===== src/rtl/mmio_io_responder.sv =====
// MMIO slave for board I/O: LEDs, 7-seg digit values, debounced keys with edge capture,
// synchronized switches and a free-running cycle counter. One access per req/ack handshake.
module mmio_io_responder #(
    parameter int unsigned DEBOUNCE_CYCLES = 500000
) (
    input  logic        CLOCK_50,
    input  logic        reset,
    input  logic        req,
    input  logic        we,
    input  logic [31:0] addr,
    input  logic [31:0] wdata,
    input  logic [3:0]  wmask,
    output logic        ack,
    output logic [31:0] rdata,
    input  logic [3:0]  key_n,
    input  logic [9:0]  sw,
    output logic [9:0]  ledr,
    output logic [23:0] hex
);

    localparam int unsigned CntW = $clog2(DEBOUNCE_CYCLES + 1);
    localparam logic [CntW-1:0] CntLast = CntW'(DEBOUNCE_CYCLES - 1);

    localparam logic [0:0] IDLE = 1'b0;
    localparam logic [0:0] RESP = 1'b1;

    logic [0:0]      state_q, state_d;
    logic [31:0]     rdata_q, rdata_d;
    logic [9:0]      leds_q, leds_d;
    logic [23:0]     hex_q, hex_d;
    logic [31:0]     cycles_q, cycles_d;
    logic [3:0]      key_s1_q, key_s2_q;
    logic [9:0]      sw_s1_q, sw_s2_q;
    logic [3:0]      level_q, level_d;
    logic [3:0]      cap_q, cap_d;
    logic [CntW-1:0] cnt_q [4];
    logic [CntW-1:0] cnt_d [4];

    logic        accept;
    logic [5:0]  sel;
    logic        onehot;
    logic        wr_leds, wr_hex, wr_key, wr_cycles;
    logic [31:0] bmask;
    logic [31:0] cycles_inc;
    logic [31:0] leds_merge, hex_merge;
    logic [3:0]  pressed, rise, clr;
    logic [31:0] rd_val;
    logic        unused_addr;

    assign unused_addr = ^{addr[31:8], addr[1:0]};

    // Bus decode: only addr[7:2] matters, and exactly one bit must be set to hit a register
    assign accept = (state_q == IDLE) && req;
    assign sel    = addr[7:2];
    assign onehot = (sel != 6'd0) && ((sel & (sel - 6'd1)) == 6'd0);
    assign wr_leds   = accept && we && onehot && sel[0];
    assign wr_hex    = accept && we && onehot && sel[1];
    assign wr_key    = accept && we && onehot && sel[2];
    assign wr_cycles = accept && we && onehot && sel[4];
    assign bmask = {{8{wmask[3]}}, {8{wmask[2]}}, {8{wmask[1]}}, {8{wmask[0]}}};

    assign cycles_inc = cycles_q + 32'd1;
    assign leds_merge = ({22'd0, leds_q} & ~bmask) | (wdata & bmask);
    assign hex_merge  = ({8'd0, hex_q} & ~bmask) | (wdata & bmask);

    // Handshake FSM: a request taken in IDLE is answered in the following RESP cycle
    always_comb begin
        state_d = IDLE;
        if (accept) begin
            state_d = RESP;
        end
    end

    // Register write paths; CYCLES counts every cycle but enabled write lanes override
    always_comb begin
        leds_d   = leds_q;
        hex_d    = hex_q;
        cycles_d = cycles_inc;
        if (wr_leds) begin
            leds_d = leds_merge[9:0];
        end
        if (wr_hex) begin
            hex_d = hex_merge[23:0];
        end
        if (wr_cycles) begin
            cycles_d = (cycles_inc & ~bmask) | (wdata & bmask);
        end
    end

    // Per-key debounce: level follows pressed only after DEBOUNCE_CYCLES differing samples
    always_comb begin
        pressed = ~key_s2_q;
        level_d = level_q;
        for (int i = 0; i < 4; i++) begin
            cnt_d[i] = '0;
            if (pressed[i] != level_q[i]) begin
                if (cnt_q[i] == CntLast) begin
                    level_d[i] = pressed[i];
                end else begin
                    cnt_d[i] = cnt_q[i] + CntW'(1);
                end
            end
        end
    end

    // Edge capture with W1C; a new press edge beats a clear in the same cycle
    always_comb begin
        rise  = level_d & ~level_q;
        clr   = (wr_key && wmask[0]) ? wdata[7:4] : 4'd0;
        cap_d = (cap_q & ~clr) | rise;
    end

    // Read mux; unmapped addresses read as zero
    always_comb begin
        rd_val = '0;
        if (onehot) begin
            if (sel[0]) begin
                rd_val = {22'd0, leds_q};
            end else if (sel[1]) begin
                rd_val = {8'd0, hex_q};
            end else if (sel[2]) begin
                rd_val = {24'd0, cap_q, level_q};
            end else if (sel[3]) begin
                rd_val = {22'd0, sw_s2_q};
            end else if (sel[4]) begin
                rd_val = cycles_q;
            end
        end
        rdata_d = (accept && !we) ? rd_val : rdata_q;
    end

    // State update; synchronous active-low reset clears everything, key syncs idle high
    always_ff @(posedge CLOCK_50) begin
        if (!reset) begin
            state_q  <= IDLE;
            rdata_q  <= '0;
            leds_q   <= '0;
            hex_q    <= '0;
            cycles_q <= '0;
            key_s1_q <= 4'hF;
            key_s2_q <= 4'hF;
            sw_s1_q  <= '0;
            sw_s2_q  <= '0;
            level_q  <= '0;
            cap_q    <= '0;
            for (int i = 0; i < 4; i++) begin
                cnt_q[i] <= '0;
            end
        end else begin
            state_q  <= state_d;
            rdata_q  <= rdata_d;
            leds_q   <= leds_d;
            hex_q    <= hex_d;
            cycles_q <= cycles_d;
            key_s1_q <= key_n;
            key_s2_q <= key_s1_q;
            sw_s1_q  <= sw;
            sw_s2_q  <= sw_s1_q;
            level_q  <= level_d;
            cap_q    <= cap_d;
            for (int i = 0; i < 4; i++) begin
                cnt_q[i] <= cnt_d[i];
            end
        end
    end

    assign ack   = (state_q == RESP);
    assign rdata = rdata_q;
    assign ledr  = leds_q;
    assign hex   = hex_q;

endmodule


===== config.mk =====
export PLATFORM = sky130hd
export DESIGN_NAME = mmio_io_responder
export DESIGN_NICKNAME = d
export VERILOG_FILES = /design/src/rtl/mmio_io_responder.sv
export SDC_FILE = /design/constraint.sdc
export NUM_CORES = 1
export LEC_CHECK = 0
export CAP_MARGIN = 20
export CORE_UTILIZATION = 42
export DETAILED_ROUTE_END_ITERATION = 7
export PLACE_DENSITY = 0.77
export SKIP_CTS_REPAIR_TIMING = 1
export SKIP_LAST_GASP = 1
export SLEW_MARGIN = 20
export SYNTH_ARGS = -nofsm -noshare
export SYNTH_HDL_FRONTEND = slang
export SYNTH_SLANG_ARGS = --single-unit

===== constraint.sdc =====
create_clock -name CLOCK_50 -period 1.9 [get_ports CLOCK_50]
set_clock_uncertainty 0.15 [all_clocks]
set_input_delay 0.38 -clock CLOCK_50 [delete_from_list [all_inputs] [get_ports CLOCK_50]]
set_output_delay 0.38 -clock CLOCK_50 [all_outputs]
set_load 0.005 [all_outputs]

Yosys cells after proc, flatten, opt, wreduce, memory -nomap -nowiden
Memories as Yosys holds them, arrays and structs flattened.
Index checks and enable logic that the tools add are counted.

operators by class
  bitwise operators = 20
  equality and inequality tests = 8
  mux-type cells = 31
  reduce and logical (&&, ||, !) cells = 13
  add/subtract/negate cells = 6

operator list
  kind                                               number
  two-way mux 19 bit                                 12
  two-way mux 32 bit                                 7
  adder 19 x 1 -> 19 bit (second input constant)     4
  equality test 19 bit (second input constant)       4
  AND 32 bit                                         2
  adder 32 x 1 -> 32 bit (second input constant)     1
  inverter 32 bit                                    1
  OR 32 bit                                          1
  AND 24 bit                                         1
  OR 24 bit                                          1
  inverter 4 bit                                     3
  two-way mux 1 bit                                  11
  AND 10 bit                                         1
  logical AND 1 bit                                  10
  OR 10 bit                                          1
  AND 4 bit                                          2
  AND 6 bit                                          1
  zero test 6 bit                                    1
  nonzero test 6 bit                                 1
  subtractor 6 x 1 -> 6 bit (second input constant)  1
  two-way mux 4 bit                                  1
  != test 1 bit                                      4
  OR 1 bit                                           4
  OR 4 bit                                           1
  other kinds (2)                                    2

word-level totals
  register bits after elaboration = 135
  memories = 1
  memory bits (writable) = 76
  output and inout bits = 67
  bits of input ports = 86

memory list
  name   words  width  rd ports  clocked after Yosys merged registers in  write ports  RTL line  RTL
  cnt_q  4      19     4         0                                        4            36        logic [CntW-1:0] cnt_q [4];

Longest topological paths before layout
Gate-level depths: netlist (run 1).

  depth after elaboration = 11
  mapped depth = 8

Worst setup path after synthesis (run 1)
OpenSTA, ideal clock, no wires.

  path kind = input port to flip-flop
  from = in addr[4]
  to = reg (tool-made name)
  buffers on the path = 2
  stages = 7
  slack = -117 ps
  setup time = 128 ps
  arrival time = 1,739 ps
  path through = buf_6 -> or4_4 -> nor4_4 -> and2_4 -> buf_12 -> mux2i_1 -> nor2_1

RTL lines
  item         RTL line  RTL
  from (decl)  10        input logic [31:0] addr,

Final worst setup path (run 1)
  from = reg cycles_q[0]
  to = reg cycles_q[24]

between the ends
  word-level cells in the longest chain between the ends = 4

RTL lines
  item                      RTL line  RTL
  from (decl)               31        logic [31:0] cycles_q, cycles_d;
  from (signal assigned)    154       cycles_q <= cycles_d;
  adder 32 x 1 -> 32 bit *  62        assign cycles_inc = cycles_q + 32'd1;
  AND 32 bit                86        cycles_d = (cycles_inc & ~bmask) | (wdata & bmask);
  OR 32 bit                 86
  two-way mux 32 bit *      85        if (wr_cycles) begin

Mark *: on every way between the ends. The rest lies on a longest branch, timed or not.
A chain may end at the register's enable or synchronous reset.

==> results of run 1 <==
[routing by layer]
metal | vias up | part of all wire [%]
li1 | 4027 | -
met1 | 3824 | 44
met2 | 251 | 46
met3 | 52 | 6.8
met4 | 2 | 2.4
met5 | - | 0.053
[area by class of cell]
cell class / instances / area, µm²
Sequential cell: 211 / 4260
Fill cell: 1791 / 8630
Inverter: 15 / 56.3
Clock buffer: 34 / 699
Clock inverter: 7 / 66.3
Antenna cell: 4 / 10.0
Timing Repair Buffer: 232 / 2320
Tap cell: 275 / 344
Multi-Input combinational cell: 766 / 4700
[worst max path at each step]
stage,cells after the start,endpoint,slack [ps],from
3_3_place_gp,6,cycles_q[9]$_SDFF_PN0_,-550,addr[6]
5_1_grt,6,cycles_q[26]$_SDFF_PN0_,-180,cycles_q[0]$_SDFF_PN0_
3_5_place_dp,6,cycles_q[9]$_SDFF_PN0_,-650,addr[6]
2_1_floorplan,7,flop,-110,addr[4]
4_1_cts,6,cycles_q[18]$_SDFF_PN0_,-140,addr[6]
6_report,7,cycles_q[24]$_SDFF_PN0_,-60,cycles_q[0]$_SDFF_PN0_
[cell families (layout without fill, tap and decap cells)]
logic type               Yosys count  in the layout  share of synthesized area (%)
AO/OA/AOI/OAI                    171            171                           12.5
multiplexers                      11             11                           1.22
XOR/XNOR                         100            100                           9.66
flip-flops                       211            211                           46.6
adder cells (fa/ha/maj)            5              5                          0.690
other                              0              4                              0
buffers and inverters             63            288                           3.40
AND/OR/NAND/NOR                  479            479                           25.9
[report_power, final]
group / internal [mW] / switching [mW]
clock: 2.69 / 1.77
combinational: 0.244 / 0.267
sequential: 4.46 / 0.0197
total: 7.39 / 2.06
[worst min-delay path, cell delays in order]
cell and delay (ps):
buf_2 150, nand2_1 90, nor2_1 40
[metrics by stage]
stage,area [µm²],setup WS (ps),setup TNS [ps],std cells
floorplan,9080,-114,-913,1040
global placement,11200,-553,-46490,1490
detailed placement,11200,-650,-52860,1490
CTS,12000,-137,-5200,1531
global route,12500,-181,-1670,1542
finish,12500,-61.5,-115,1544
[cells in the final DEF, fill, tap and decap left out, types with 5 or more instances in the layout]
cell and count:
nor2_1 129, o221ai_1 6, and4_1 11, dfxtp_2 28, o211ai_1 6, and3_1 9
a32oi_1 8, nand2b_1 11, nand4_1 29, buf_12 6, xor2_1 64, clkbuf_1 5
and2_1 24, nor3_1 10, a22o_1 24, buf_4 97, a211oi_1 9, or2_2 5
a21oi_2 5, clkdlybuf4s50_1 57, nand3_1 59, nor4_1 5, a21oi_1 56, inv_1 13
nand2_1 136, o21ai_0 32, clkbuf_16 26, xnor2_1 36, dfxtp_1 182, dlymetal6s2s_1 68
mux2i_1 11
==> results.json, run 1 <==
{
  "status": "finished with violations",
  "violations": "setup timing",
  "crit_chain": "ha_2 > nand3_2 > nor4_4 > nand4_1 > buf_4 > xor2_1 > a211oi_1",
  "hold_end": "cnt_q[0][2]$_SDFF_PP0_",
  "grt_overflow": 0,
  "busiest_layer": "met2",
  "h-tree-depth": 1,
  "syn_inst": 1040,
  "grt_pass1_vias": 7727,
  "powerDensity_nw_per_um2": 759,
  "arrival_ps": 2240,
  "rr_worst_depth": 7,
  "ys_top_cells_by_count": "211 x dfxtp_1, 141 x nand2_1, 132 x nor2_1",
  "grt_antenna_before_repair": 5,
  "cts_sinks": 211,
  "cpMaxStageDelayCell": "dfxtp_1",
  "required_ps": 2180,
  "yosysMostFrequentCell": "dfxtp_1",
  "ys_seq_elements": 211,
  "path_clk_slew_ps": 60,
  "total_power_mw": 9.45,
  "slowest_delay_ps": 350,
  "vias": 8156,
  "grtUsageMet3_pct": 3.88,
  "dieArea_um2": 22200,
  "maxSlewViolCount": 0,
  "avgSynthCellArea_um2": 8.71,
  "finalHoldViolations": 0,
  "drive_gt1_share_pct": 18.3,
  "end_kind": "flop",
  "synthFlopType": "dfxtp_1",
  "ioPinCount": 153,
  "max-cap-violations": 0,
  "via_per_inst": 5.28,
  "r2r_slack_ps": -60,
  "ys_seq_area_share_pct": 46.6,
  "yosysWarningCount": 0,
  "grt_pass1_wl_um": 38100,
  "remaining_drc_errors": 0,
  "hold_start": "reset",
  "fp.dieH_um": 149,
  "use_met2_pct": 34.7,
  "path_buf_inv": 1,
  "cts_tree": "yes",
  "drt-initial-drc-count": 410,
  "crit_family": "simple AND/OR/NAND/NOR gates",
  "start_util_pct": 43.0,
  "period_share_pct": 103,
  "async_flop_share_pct": 0,
  "root_buffer": "clkbuf_16",
  "holdWs_ps": 40.4,
  "die-width_um": 149,
  "cts_buffer_depth": 3,
  "setup_viol": 3,
  "max_slew.worst_pin.slew_ps": 517,
  "relSlewSlack_pct": 65.5,
  "rsz0062_at_grt": "true",
  "final_util_pct": 59.1,
  "nNetsFinal": 1341,
  "hp-class": "input pin to flop",
  "vdd_drop_max_mv": 0.573,
  "grt_max_degree": 48,
  "crit_fanout": 7,
  "synth_nets": 1131,
  "cts_buffers": 24,
  "firstDrtPassIters": 5,
  "ys_types": 62,
  "coreArea_um2": 21100,
  "start_kind": "flop",
  "synth_edf_count": 0,
  "synth_area_leaders": "dfxtp_1 47%, xor2_1 6.2%, nand2_1 5.8%",
  "port_buffers": 126,
  "place.gp.congestion": 0.873,
  "wl_per_cell_um": 15.8,
  "use_met1_pct": 28.4,
  "synth_top_area_cell": "dfxtp_1",
  "wl_um": 24500,
  "max_freq_ghz": 0.510,
  "rows": 53,
  "period_needed_ps": 1960,
  "grt_usage_pct": 21.3,
  "rr_endpoint": "cycles_q[24]$_SDFF_PN0_",
  "netlist_area_um2": 9060,
  "fin_ws_ps": -61.5,
  "dp_hpwl_um": 17300,
  "p_leak_nw": 5.47,
  "syn2layout_area_growth_pct": 37.4,
  "synth_top_area_share_pct": 46.6,
  "r2r-start": "cycles_q[0]$_SDFF_PN0_",
  "ant_nets": 0,
  "clock_latency_ps": 510,
  "path_class": "flop to flop",
  "hold_depth": 3
}
No activity file was read; power rests on OpenSTA's default activity.
==> run 2: changes to the inputs <==
- CORE_MARGIN: not set -> 5
==> results.json, run 2 (synthesis gave the netlist of run 1 again) <==
{
  "drive_gt1_share_pct": 18.6,
  "end_kind": "flop",
  "dpl.cell_count": 1485,
  "grt_overflow": 0,
  "crit_chain": "nand4_1 > nor4_4 > nand4_1 > buf_6 > or3_1 > a31oi_1",
  "relSlewSlack_pct": 53.6,
  "ioPinCount": 153,
  "vdd_drop_max_mv": 0.572,
  "powerDensity_nw_per_um2": 771,
  "nNetsFinal": 1334,
  "startpoint": "cycles_q[12]$_SDFF_PN0_",
  "ant_nets": 0,
  "fin_ws_ps": -14.1,
  "clock_latency_ps": 500,
  "rsz0062_at_grt": "true",
  "p_leak_nw": 5.52,
  "path_buf_inv": 1,
  "h-tree-depth": 1,
  "violations": "setup timing",
  "start_util_pct": 42.8,
  "total_power_mw": 9.63,
  "cts_sinks": 211,
  "period_needed_ps": 1910,
  "slowest_delay_ps": 380,
  "start_kind": "flop",
  "period_share_pct": 101,
  "max_slew.worst_pin.slew_ps": 693,
  "grt_pass1_vias": 7620,
  "final_common_cell": "dfxtp_1",
  "required_ps": 2180,
  "via_per_inst": 5.34,
  "grt_pass1_wl_um": 39200,
  "firstDrtPassIters": 6,
  "seq_area_um2": 4280,
  "root_buffer": "clkbuf_16",
  "max-cap-violations": 0,
  "hp-class": "input pin to flop",
  "cts_buffer_depth": 3,
  "cpMaxStageDelayCell": "nor4_4",
  "setup_viol": 1,
  "path_clk_slew_ps": 60,
  "grt_usage_pct": 19.3,
  "grt_antenna_before_repair": 6,
  "drt-initial-drc-count": 526,
  "wl_um": 25300,
  "maxSlewViolCount": 0,
  "vias": 8204,
  "die-width_um": 157,
  "cts_tree": "yes",
  "crit_fanout": 7,
  "remaining_drc_errors": 0,
  "wl_per_cell_um": 16.5,
  "syn2layout_area_growth_pct": 37.9,
  "multiInputGateArea_um2": 4730,
  "dp_hpwl_um": 17800,
  "instances_no_fill": 1536,
  "port_buffers": 126,
  "status": "finished with violations",
  "path_class": "flop to flop",
  "placed_area_um2": 11200,
  "fp.dieH_um": 157,
  "dieArea_um2": 24600,
  "r2r_slack_ps": -10,
  "finalHoldViolations": 0,
  "grt_max_degree": 39,
  "place.gp.congestion": 0.883,
  "hold_start": "reset",
  "fin_area_um2": 12500,
  "max_freq_ghz": 0.522,
  "arrival_ps": 2190,
  "n_fill_cell": 1774,
  "r2r-start": "cycles_q[12]$_SDFF_PN0_",
  "final_cell_mix": "173 x dfxtp_1, 137 x nand2_1, 127 x nor2_1, 88 x buf_4, 68 x dlymetal6s2s_1",
  "crit_family": "simple AND/OR/NAND/NOR gates",
  "coreArea_um2": 21200,
  "rows": 53,
  "cts_buffers": 22,
  "path_common_cell": "nand4_1"
}
==> run 2: layout make-up <==
| cell class | count | area share (%) |
|---|---|---|
| clock buffer | 29 | 5.11 |
| antenna | 3 | 0.0601 |
| timing repair buffer | 225 | 18.3 |
| inverter | 15 | 0.451 |
| tap | 275 | 2.75 |
| multi-input combinational | 768 | 37.8 |
| clock inverter | 10 | 1.22 |
| sequential | 211 | 34.2 |
==> run 2: report_power, final <==
part | switching (mW) | internal (mW)
clock network | 1.74 | 2.90
logic | 0.265 | 0.240
registers | 0.0196 | 4.46
==> run 2: through the flow <==
step / setup WS [ps] / utilization (%) / TNS, ps / hold WS, ps
floorplan: -114 / - / -913 / 236
global placement: -562 / 52.8 / -46900 / 243
detailed placement: -671 / 52.8 / -53620 / 245
CTS: -320 / 56.5 / -6110 / 40.7
global route: -101 / 59.1 / -1280 / 80.3
finish: -14.1 / 59.1 / -14.1 / 65.4
==> run 2: worst paths after layout <==
| kind | end | cells after the start |
|---|---|---|
| worst max-delay path | cycles_q[26]$_SDFF_PN0_ | 6 |
| worst min-delay path | cnt_q[0][2]$_SDFF_PP0_ | 3 |
| worst max register to register | cycles_q[26]$_SDFF_PN0_ | 6 |
| worst min register to register | key_s2_q[2]$_SDFF_PN1_ | 1 |
==> run 2: worst reg2reg max path: stages (launching register included) <==
cell and delay, ps:
dfxtp_2 330, nand4_1 210, nor4_4 380, nand4_1 150, buf_6 160, or3_1 300, a31oi_1 170
==> run 2: layer usage <==
| metal | up-vias | global-route usage, % | share of wire (%) |
|---|---|---|---|
| met5 | - | 0 | 0.13 |
| met4 | 6 | 6.69 | 2.9 |
| met3 | 61 | 3.82 | 6.6 |
| met2 | 273 | 30.7 | 46 |
| met1 | 3849 | 26.2 | 44 |
| li1 | 4015 | - | - |
